File: config.mk
export PLATFORM = sky130hd
export DESIGN_NAME = serial_sub_5b_flat
export DESIGN_NICKNAME = d
export VERILOG_FILES = /design/src/rtl/serial_sub_5b_if.sv /design/src/rtl/serial_sub_5b.sv /design/src/flat_wrapper.sv
export SDC_FILE = /design/constraint.sdc
export NUM_CORES = 1
export LEC_CHECK = 0
export ABC_AREA = 1
export CORE_AREA = 2 2 49 51
export CTS_CLUSTER_SIZE = 10
export DETAILED_ROUTE_END_ITERATION = 8
export DIE_AREA = 0 0 51 53
export MAX_ROUTING_LAYER = met4
export PLACE_DENSITY_LB_ADDON = 0.05
export SETUP_SLACK_MARGIN = 0.1
export SKIP_LAST_GASP = 1
export SLEW_MARGIN = 10
export SYNTH_ARGS = -nofsm -noshare
export SYNTH_HDL_FRONTEND = slang
export SYNTH_SLANG_ARGS = --single-unit
File: constraint.sdc
create_clock -name clk -period 2.4 [get_ports clk]
set_clock_uncertainty 0.05 [all_clocks]
set_input_delay 0.72 -clock clk [delete_from_list [all_inputs] [get_ports clk]]
set_output_delay 0.72 -clock clk [all_outputs]
set_load 0.005 [all_outputs]
File: src/rtl/serial_sub_5b_if.sv
// Start/busy/done operand and result bundle for the bit-serial subtractor.
// The requester drives the operands and start. The subtractor returns busy, done and the result.
// With SUB_OVF_EN defined, the bundle also carries the signed overflow flag ovf.
interface serial_sub_5b_if #(
    parameter int WIDTH = 5
);
    logic             start;
    logic [WIDTH-1:0] A;
    logic [WIDTH-1:0] B;
    logic             Bin;
    logic             busy;
    logic             done;
    logic [WIDTH-1:0] D;
    logic             Bout;
`ifdef SUB_OVF_EN
    logic             ovf;

    modport master (output start, A, B, Bin, input busy, done, D, Bout, ovf);
    modport slave  (input start, A, B, Bin, output busy, done, D, Bout, ovf);
`else
    modport master (output start, A, B, Bin, input busy, done, D, Bout);
    modport slave  (input start, A, B, Bin, output busy, done, D, Bout);
`endif
endinterface

File: src/rtl/serial_sub_5b.sv
// Bit-serial WIDTH-bit subtractor D = A - B - Bin, LSB first, with signed overflow under SUB_OVF_EN.
// Latency: done pulses in the cycle after the WIDTH-th SHIFT edge that follows an accepted start.
// Backpressure: start is sampled only in IDLE; while busy it is ignored and nothing is queued.
module serial_sub_5b #(
    parameter int WIDTH = 5
) (
    input  logic          clk,
    input  logic          reset,
    serial_sub_5b_if.slave sb
);
    localparam int CW = (WIDTH > 2) ? $clog2(WIDTH) : 1;
    localparam logic [CW-1:0] LAST = CW'(WIDTH - 1);

    typedef enum logic [1:0] {
        IDLE  = 2'd0,
        SHIFT = 2'd1,
        DONE  = 2'd2
    } state_t;

    state_t           state;
    state_t           state_nxt;
    logic [CW-1:0]    cnt;
    logic [WIDTH-1:0] a_sh;
    logic [WIDTH-1:0] b_sh;
    logic             br;
    logic [WIDTH-1:0] d_reg;
    logic             bout_reg;
    logic             a_bit;
    logic             b_bit;
    logic             d_bit;
    logic             br_nxt;
    logic             last_bit;
`ifdef SUB_OVF_EN
    logic             a_msb;
    logic             b_msb;
    logic             ovf_reg;
`endif

    // State register; reset always wins.
    always_ff @(posedge clk) begin
        if (reset) begin
            state <= IDLE;
        end else begin
            state <= state_nxt;
        end
    end

    // Next-state: start leaves IDLE, the final bit edge enters DONE, DONE lasts one cycle.
    always_comb begin
        state_nxt = state;
        case (state)
            IDLE:    if (sb.start) state_nxt = SHIFT;
            SHIFT:   if (last_bit) state_nxt = DONE;
            DONE:    state_nxt = IDLE;
            default: state_nxt = IDLE;
        endcase
    end

    // Handshake outputs decoded from the current state.
    always_comb begin
        sb.busy = 1'b0;
        sb.done = 1'b0;
        case (state)
            SHIFT:   sb.busy = 1'b1;
            DONE: begin
                sb.busy = 1'b1;
                sb.done = 1'b1;
            end
            default: ;
        endcase
    end

    // One full-subtractor bit slice working on the current LSBs and the borrow register.
    always_comb begin
        a_bit    = a_sh[0];
        b_bit    = b_sh[0];
        d_bit    = a_bit ^ b_bit ^ br;
        br_nxt   = (~a_bit & b_bit) | (~(a_bit ^ b_bit) & br);
        last_bit = (state == SHIFT) && (cnt == LAST);
    end

    // Datapath: capture operands on an accepted start, then shift one bit per SHIFT edge.
    always_ff @(posedge clk) begin
        if (reset) begin
            cnt      <= '0;
            a_sh     <= '0;
            b_sh     <= '0;
            br       <= 1'b0;
            d_reg    <= '0;
            bout_reg <= 1'b0;
`ifdef SUB_OVF_EN
            a_msb    <= 1'b0;
            b_msb    <= 1'b0;
            ovf_reg  <= 1'b0;
`endif
        end else if (state == IDLE) begin
            if (sb.start) begin
                a_sh  <= sb.A;
                b_sh  <= sb.B;
                br    <= sb.Bin;
                cnt   <= '0;
                d_reg <= '0;
`ifdef SUB_OVF_EN
                a_msb <= sb.A[WIDTH-1];
                b_msb <= sb.B[WIDTH-1];
`endif
            end
        end else if (state == SHIFT) begin
            // Difference bits arrive LSB first, so each new bit enters at the MSB end.
            d_reg <= {d_bit, d_reg[WIDTH-1:1]};
            a_sh  <= {1'b0, a_sh[WIDTH-1:1]};
            b_sh  <= {1'b0, b_sh[WIDTH-1:1]};
            br    <= br_nxt;
            cnt   <= cnt + 1'b1;
            if (last_bit) begin
                bout_reg <= br_nxt;
`ifdef SUB_OVF_EN
                // Overflow only when operand signs differ and the result sign departs from A.
                ovf_reg  <= (a_msb ^ b_msb) & (a_msb ^ d_bit);
`endif
            end
        end
    end

    assign sb.D    = d_reg;
    assign sb.Bout = bout_reg;
`ifdef SUB_OVF_EN
    assign sb.ovf  = ovf_reg;
`endif

endmodule

File: src/flat_wrapper.sv
// flat-port wrapper written by rule: the top's interface ports become plain ports
module serial_sub_5b_flat 
#(
    parameter int WIDTH = 5
)
  (clk, reset, sb_start, sb_A, sb_B, sb_Bin, sb_busy, sb_done, sb_D, sb_Bout);
  serial_sub_5b_if #(.WIDTH(WIDTH)) sb_i ();
  input  logic clk;
  input  logic reset;
  input wire logic [$bits(sb_i.start)-1:0] sb_start;
  input wire logic [$bits(sb_i.A)-1:0] sb_A;
  input wire logic [$bits(sb_i.B)-1:0] sb_B;
  input wire logic [$bits(sb_i.Bin)-1:0] sb_Bin;
  output wire logic [$bits(sb_i.busy)-1:0] sb_busy;
  output wire logic [$bits(sb_i.done)-1:0] sb_done;
  output wire logic [$bits(sb_i.D)-1:0] sb_D;
  output wire logic [$bits(sb_i.Bout)-1:0] sb_Bout;
  assign sb_i.start = sb_start;
  assign sb_i.A = sb_A;
  assign sb_i.B = sb_B;
  assign sb_i.Bin = sb_Bin;
  assign sb_busy = sb_i.busy;
  assign sb_done = sb_i.done;
  assign sb_D = sb_i.D;
  assign sb_Bout = sb_i.Bout;
  serial_sub_5b #(.WIDTH(WIDTH)) u_core (.clk(clk), .reset(reset), .sb(sb_i));
endmodule
Word level (Yosys, flattened, before mapping) --
Cells that the tools add are included.
Word-level totals: bits of input ports 14, output and inout port bits 8, register bits 22, memories 0, logic and storage cells 48, memory bits (writable) 0, ROM bits 0, latch bits 0
Cells by class: muxes and demuxes 20, shift-type cells 0, $add $sub $neg 1, $lt $le $gt $ge 0, multipliers 0, bitwise logic cells 8, reductions and logical operators 7, equal/unequal tests 5, div/mod/pow operators 0
Operator list (count):
- 5-bit 2-to-1 mux | 9
- 3-bit 2-to-1 mux | 3
- 1-bit 2-to-1 mux | 5
- 2-bit 2-to-1 mux | 2
- 2-bit one-hot mux with 2 select lines | 1
- 2-bit AND reduction | 2
- 3-bit by 1-bit adder with 3-bit output, second input constant | 1
- 3-bit == test, second input constant | 1
- 1-bit inverter | 3
- 3-bit AND reduction | 1
- 1-bit bitwise AND | 2
- 2-bit by 1-bit == test with 1-bit output, second input constant | 1
- 2-bit == test, second input constant | 1
- 2-bit zero test | 1
- 2-bit by 1-bit != test with 1-bit output, second input constant | 1
- 2-bit != test, second input constant | 1
- 2-bit nonzero test | 1
- 2-bit OR reduction | 1
- 1-bit XOR | 2
- 1-bit logical AND | 1
- 1-bit OR | 1

Longest topological paths before layout --
Gate-level depths: netlist (run 1).
depth in word-level cells 6, mapped depth 8, depth with buffers taken out 8

Worst setup path before layout (run 1) --
Ideal clock, no wire load.
path kind flip-flop to flip-flop, start reg u_core.state[0], end reg u_core.a_sh[1], clock period less this slack 1.475 ns, path slack 0.925 ns, data required time 2.234 ns, buffers on the path 0, stages on the path, launching flop included 9, setup time 0.116 ns, arrival 1.309 ns, cell sequence dfxtp_1 inv_1 ha_1 inv_2 nand2_2 nand2_2 clkinv_1 nor2_1 nor2_1
On the way: cells in the longest elaborated chain, start to end 3, elaborated cells on any way between the ends 6, classes of those cells eq/ne: 2; mux: 1; reduce/logical: 3
Ends and longest elaborated chain:
- start: declaration | RTL line serial_sub_5b.sv:20 | state_t state;
- start signal: assignment | RTL line serial_sub_5b.sv:44 | state <= state_nxt;
- 2-bit by 1-bit == test with 1-bit output / 2-bit zero test (equally long branches) | RTL line serial_sub_5b.sv:108, serial_sub_5b.sv:96
- 2-bit nonzero test (no line) / 2-bit != test (equally long branches)
- 2-bit AND reduction (no line)
- end signal: assignment | RTL line serial_sub_5b.sv:98 | a_sh <= sb.A;
- end signal: assignment | RTL line serial_sub_5b.sv:111 | a_sh <= {1'b0, a_sh[WIDTH-1:1]};
- end: declaration | RTL line serial_sub_5b.sv:23 | logic [WIDTH-1:0] a_sh;
Parallel ways exist; a longest one is shown, timed or not. A chain may end at the register's enable or synchronous reset.

Final worst setup path (run 1) --
start reg u_core.state[0], end out sb_done
On the way: cells in the longest elaborated chain, start to end 2
Ends and longest elaborated chain:
- 2-bit == test | RTL line serial_sub_5b.sv:63 | case (state)
- 1-bit 2-to-1 mux | RTL line serial_sub_5b.sv:63
- end: declaration | RTL line flat_wrapper.sv:15 | output wire logic [$bits(sb_i.done)-1:0] sb_done;
Every way passes these cells.

==> metrics.md, run 1 <==
| Metric | Value |
|---|---|
| Final #Nets | 196 |
| Slew @ Worst Pin | around 0.55 ns |
| Initial cell density of the core | 48.5% |
| Worst hold slack | between 0.4 and 0.5 ns |
| Final period util | about nine tenths |
| Sequential power share | roughly 50% |
| Clock power share | approximately 25% |
| Int Pwr | 0.567 mW |
| Port-buffer cells | 21 |
| Post-route ant nets | 0 |
| Post-Syn Area per Cell | between 7 and 8 sq um |
| CTS buffer count | 3 |
| Pwr per Cell Area | 602 mW/mm^2 |
| Startpoint Class | flop |
| Longest Clk Path Bufs | 2 |
| Fin cells | 202 |
| Die Y | roughly 53 microns |
| CORE AREA | ~0.0021 sq mm |
| Routed met3 length | approximately 100 microns |
| Worst-case reg-to-reg path depth | 7 |
| Post-synth top area cell | dfxtp_1 |
| F_max | 463 MHz |
| Filler cell count | between 200 and 250 |
| FF-to-FF End | u_core.b_sh[0] |
| Die W | 51 microns |
| IO Count | 22 |
| Wl on met1 | roughly 970 microns |
| Storage cell area | between 400 and 500 sq um |
| Dpl cells | between 150 and 200 |
| Skew-Pair Late Insertion Delay | just over 0.3 ns |
| Switching part of the total | 29.7% |
| Half-perimeter wire length after placement | approximately 1600 microns |
| Synthesis Warnings | 0 |
| Synth cell types | 16 |
| Diode count | 0 |
| Vias per inst | 4.92 |
| Largest net degree at the start of global routing | 15 |
| #FFs+latches synth | 22 |
| NetSw | about 0.24 mW |
| Placer Congestion | 0.813 |
| Min Tclk post-route | approximately 2.2 ns |
| Hold Crit Endpoint | u_core.sb.Bout |
| Antenna violations before repair | 0 |
| WL met2 | 966 microns |
| DR iter-0 viols | 13 |
| Setup TNS | 0 ns |
| Full die area | between 0.002 and 0.003 sq mm |
| First-pass GRT wire length | ~3600 microns |
| Layout area overhead | 28.5% |
| IR drop worst, VDD | ~0.42 mV |
| Hold Fails Final Rpt | 0 |
| CP Capture Type | output port |
| Max Cap Viol | 0 |
| CTS root buffer | clkbuf_4 |
| Slew Viols, Final | 0 |
| Syn_nets | ~170 |
| Hold WC Path Type | reg -> reg |
| Hold Startpoint | u_core.sb.Bout |
| Overflow after GRT | 0 |
| Status | finished, final reports clean |
| Crit-path max FO | 3 |
| Hold_buf cts | 0 |
| Layout cells sized above 1 | roughly 8.0% |
| Crit path required time | 1.63 ns |
| Pre-antenna DRT Iters | 4 |
| Clock sinks | 22 |
| Crit path launch | u_core.state[0] |
| Critical path arrival | between 1 and 1.5 ns |
| Yosys top cell area share | 42.3% |
| CTS tree | yes |
| Logic pwr share | between 20% and 30% |
| RSZ-0062 raised after global routing | no |
| Synth Cell Area | approximately 0.0010 sq mm |
| Leak pwr | 0.601 nW |
| Seq/Total Area, Yosys | a little over two fifths |
| CTS H-tree lvls | 1 |
| GRT Util Overall | between 10% and 20% |
| Core Rows | 17 |
| Vias in the first global route | roughly 840 |
| Multi-input gate area | ~530 sq um |
| Per-cell routed wire length | between 10 and 15 microns |
| Clk slew on worst S/H paths | 0.12 ns |
| Vias | between 900 and 1000 |
| Cells after Synth | approximately 150 |
| Reg-to-reg slack, setup | around 0.39 ns |
| DRC Markers | 0 |
| Ranking of synthesized cells by area | dfxtp_1 (42%), nand2_1 (15%), nor2_1 (7.6%), ha_1 (7.2%), a21oi_1 (6.2%) |
| Final Setup Violations | 0 |
| Drt total wl | between 2000 and 2500 microns |
| Max-slew headroom at the worst pin | 63.5% |
| Hold Path Stages | 2 |
| Top layer in use | met4 |
| Setup Crit Path Kind | reg -> out |
| Reg-to-Reg Start | u_core.state[1] |
-- synthesized netlist by cell type, drive strengths merged --
cell / instances
nand2: 46
dfxtp: 22
nor2: 21
a21oi: 13
inv: 13
nand3: 11
o21ai: 11
ha: 6
buf: 2
clkbuf: 1
clkinv: 1
fa: 1
-- layer usage --
metal,GRT usage [%],up-vias
met5,-,-
met1,22.9,436
met3,3.95,9
met2,28.6,28
li1,-,520
met4,11.3,0
-- registers in the layout (all words and copies together) (netlist names) --
signal / flops
u_core.b_sh: 5
u_core.br: 1
u_core.sb.D: 5
u_core.state: 2
u_core.cnt: 3
u_core.a_sh: 5
u_core.sb.Bout: 1
-- cells in the final DEF (no fill, tap or decap), drive strengths merged, types with 4 or more instances in the layout --
cell type and instances:
a21oi 13, buf 4, clkbuf 4, clkdlybuf4s50 20
dfxtp 22, ha 6, inv 13, nand2 46
nand3 11, nor2 21, o21ai 11
-- worst max-delay path by stage --
stage | cells past startpoint | slack, ns | to
CTS | 3 | 0.11 | sb_busy
finish | 3 | 0.24 | sb_done
detailed placement | 6 | 0.23 | u_core.b_sh[0]
global placement | 6 | 0.27 | u_core.b_sh[2]
global route | 3 | 0.18 | sb_done
floorplan | 8 | 0.93 | u_core.a_sh[1]
-- worst max-delay path, cell delays in order, from the launching register on --
cell	delay [ns]
dfxtp_2	0.34
inv_1	0.10
ha_1	0.15
clkdlybuf4s50_1	0.49
-- cells by family after synthesis --
family / synth area share (%)
simple gates: 30.1
compound gates: 11.5
flops: 42.3
buf+inv: 6.96
fa+ha+maj: 9.12
-- final cells by class --
cell class | count | area share (%)
clock buffers | 4 | 2.71
multi-input cells | 109 | 39.5
inverters | 14 | 3.93
repair buffers | 25 | 18.1
well taps | 28 | 2.62
flip-flops and latches | 22 | 33.1
-- power by group through the flow --
| stage | Sequential (mW) | Clock, mW | Combinational, mW |
|---|---|---|---|
| 6_report | 0.411 | 0.204 | 0.191 |
| 4_1_cts | 0.411 | 0.212 | 0.194 |
| 3_3_place_gp | 0.419 | 0 | 0.185 |
| 2_1_floorplan | 0.415 | 0 | 0.131 |
| 5_1_grt | 0.415 | 0.224 | 0.218 |
| 3_5_place_dp | 0.420 | 0 | 0.189 |
-- through the flow --
stage	total power, mW	cell area [sq um]	utilization, %	worst slack, ns
3_3_place_gp	0.604	1280	59.7	0.267
5_1_grt	0.858	1340	62.3	0.180
6_report	0.806	1340	62.3	0.239
3_5_place_dp	0.609	1280	59.7	0.234
4_1_cts	0.818	1340	62.2	0.113
2_1_floorplan	0.546	1040	-	0.925
-- timing repair --
action | 4_1_cts | 5_1_grt
setup buffers | 2 | 0
pin swaps | 0 | 0
resized for setup | 2 | 1
endpoints found under the setup margin | 1 | 1
Note: power is estimated with default switching activity, not from simulation.
==> run 2, diff against run 1 <==
- ABC_AREA: 1 -> 0
- CORE_AREA: 2 2 49 51 -> 2 2 50 52
- DIE_AREA: 0 0 51 53 -> 0 0 52 54
==> run 2 against run 1 <==
- first-iteration DRC count decreased by 31%
- synthesized cell count decreased by 26%
- fmax increased by 1.6%
- worst setup slack improved by 0.034 ns
- routed wire length decreased by 9.1%
- area after synthesis increased by 3.2%
- sequential cell count unchanged
- critical path depth unchanged
- die area increased by 3.9%
- largest cell class unchanged
- largest power group unchanged
==> metrics.md, run 2 <==
| Metric | Value |
|---|---|
| Status | finished, final reports clean |
| Crit-path max FO | 3 |
| Largest net degree at the start of global routing | 22 |
| EDFF count, synth | 0 |
| Reg-to-reg slack, setup | 0.66 ns |
| #FFs+latches synth | 22 |
| Worst path slowest cell | clkdlybuf4s50_1 |
| CTS H-tree lvls | 1 |
| Worst Slack Setup Final | between 0.2 and 0.3 ns |
| Logic pwr share | roughly two fifths |
| Final instance area | around 0.0013 sq mm |
| IR drop worst, VDD | about 0.46 mV |
| Synth cell types | 25 |
| Yosys top cell area share | between 40% and 50% |
| Half-perimeter wire length after placement | roughly 1400 microns |
| Total power | 1.02 mW |
| Worst stage delay on the critical path | around 0.49 ns |
| Int Pwr | 0.668 mW |
| Clock power share | about 16% |
| Longest Clk Path Bufs | 2 |
| Per-cell routed wire length | approximately 12 microns |
| Worst hold slack | 0.438 ns |
| Vias in the first global route | about 740 |
| Final period util | roughly nine tenths |
| Synthesis Warnings | 0 |
| Critical Path, Cell by Cell | inv_1, ha_1, clkdlybuf4s50_1 |
| Vias per inst | 5.04 |
| Final #Nets | around 150 |
| F_max | 470 MHz |
| Overflow after GRT | 0 |
| Diode count | 0 |
| Vias | between 800 and 900 |
| Layout cells sized above 1 | ~16% |
| Pre-CTS setup slack | 0.311 ns |
| Hold_buf cts | 0 |
| NetSw | between 0.3 and 0.4 mW |
| GRT Util Overall | 16.1% |
| Pwr per Cell Area | 767 mW/mm^2 |
| Buffers and inverters on the worst path | 2 |
| Placer Congestion | just under 0.8 |
| Port-buffer cells | 21 |
| Clk slew on worst S/H paths | approximately 0.11 ns |
| Post-DP Area | 0.00130 sq mm |
| Full die area | 0.00281 sq mm |
| Commonest cells post-synth | dfxtp_1 (22), nor2_1 (17), mux2i_1 (10) |
| Fin cells | 159 |
| Synth Cell Area | ~0.0011 sq mm |
| Ranking of synthesized cells by area | dfxtp_1 (41%), a211oi_2 (9.3%), mux2i_1 (9.3%), ha_1 (7.0%), nor2_1 (5.9%) |
| Layout area overhead | 23.7% |
| Post-route ant nets | 0 |
| Top_reg_cell synth | dfxtp_1 |
| Cells after Synth | approximately 110 |
| IO Count | 22 |
| CP Capture Type | output port |
| Die Y | approximately 54 microns |
| Antenna violations before repair | 0 |
| Sequential power share | roughly 44% |
| Max Cap Viol | 0 |
| Leak pwr | 0.542 nW |
| Dpl cells | 155 |
| DRC Markers | 0 |
| Die W | approximately 52 microns |
| Commonest non-fill, non-tap cells in the layout | clkdlybuf4s50_1 (20), dfxtp_1 (20), nor2_1 (17), mux2i_1 (10), a211oi_2 (8) |
| Post-synth top area cell | dfxtp_1 |
| Syn_nets | 130 |
| Initial cell density of the core | about 46% |
| Slew Viols, Final | 0 |
| Final Setup Violations | 0 |
| Hold WC Path Type | reg -> reg |
| CORE AREA | approximately 0.0023 sq mm |
| Pre-antenna DRT Iters | 3 |
| CTS buffer count | 3 |
| DR iter-0 viols | 9 |
| Core Rows | 18 |
| First-pass GRT wire length | approximately 3100 microns |
| Setup TNS | 0 ns |
| Most frequent cell after synthesis | dfxtp_1 |
| Setup Crit Path Kind | reg -> out |
| CTS root buffer | clkbuf_4 |
| Async set-reset flop share out of synthesis | 0% |
| Startpoint Class | flop |
| CTS tree | yes |
| Switching part of the total | between 30% and 40% |
| Seq/Total Area, Yosys | about 41% |
| Max-slew headroom at the worst pin | a little over two thirds |
| Critical path arrival | ~1.4 ns |
| Final core utilization | 57.4% |
| Min Tclk post-route | 2.13 ns |
| Drt total wl | 1910 microns |
| Hold Fails Final Rpt | 0 |
| Post-Syn Area per Cell | approximately 10 sq um |
| Crit path required time | about 1.6 ns |
| Slew @ Worst Pin | ~0.46 ns |
| Skew-Pair Late Insertion Delay | between 0.2 and 0.3 ns |
| Clock sinks | 22 |
| RSZ-0062 raised after global routing | no |
| Worst path top cell family by delay | buffers and inverters |
[run 2: cell types whose count changed in the layout (fill, tap and decap cells not counted), sizes merged, moves of 7 or more]
cell,delta
inv,-7
a211oi,+10
nand3,-10
mux2i,+10
a21oi,-9
o21ai,-9
nand2,-43
[run 2: final cells by class]
cell class / instances / area [sq um]
Clock buffer: 3 / 22.5
Fill cell: 212 / 988
Inverter: 6 / 22.5
Multi-Input combinational cell: 73 / 563
Sequential cell: 22 / 443
Tap cell: 30 / 37.5
Timing Repair Buffer: 25 / 243
[run 2: worst paths after layout]
path,startpoint,end,depth (start not counted)
worst max-delay path,u_core.state[0],sb_done,3
worst min-delay path,u_core.state[0],u_core.state[0],2
worst max register to register,u_core.state[1],u_core.br,6
worst min register to register,u_core.state[0],u_core.state[0],2
[run 2: cell families (layout without fill, tap and decap cells)]
logic type,Yosys count,count (layout),share of synthesized area (%)
AO/OA/AOI/OAI,25,25,19.9
adder cells (fa/ha/maj),7,7,8.84
buffers and inverters,14,34,6.74
flip-flops,22,22,40.9
multiplexers,11,11,10.7
AND/OR/NAND/NOR,30,30,12.9
[run 2: power groups by stage]
stage,sequential (mW),clock (mW),combinational [mW]
after global routing,0.454,0.182,0.463
after detailed placement,0.456,0,0.410
final,0.448,0.162,0.412
after global placement,0.455,0,0.398
after CTS,0.449,0.171,0.411
after floorplan,0.449,0,0.331
[run 2: per-layer routing]
layer,share of wire (%),GRT usage [%],routed length [microns]
met1,49,20.2,941
met2,47,24.5,898
met3,2.9,2.50,55
met4,0.94,9.21,18
met5,0,-,0
[run 2: repair_timing]
action                                  4_1_cts  5_1_grt
endpoints found under the setup margin        1        1
gates resized for setup                       1        2
buffers inserted                              0        1
[run 2: worst register-to-register path, cell delays in order (launching register included)]
cell      delay (ns)
dfxtp_2         0.34
inv_1           0.10
ha_1            0.37
mux2i_1         0.32
buf_4           0.21
a211oi_1        0.06
a211oi_1        0.21
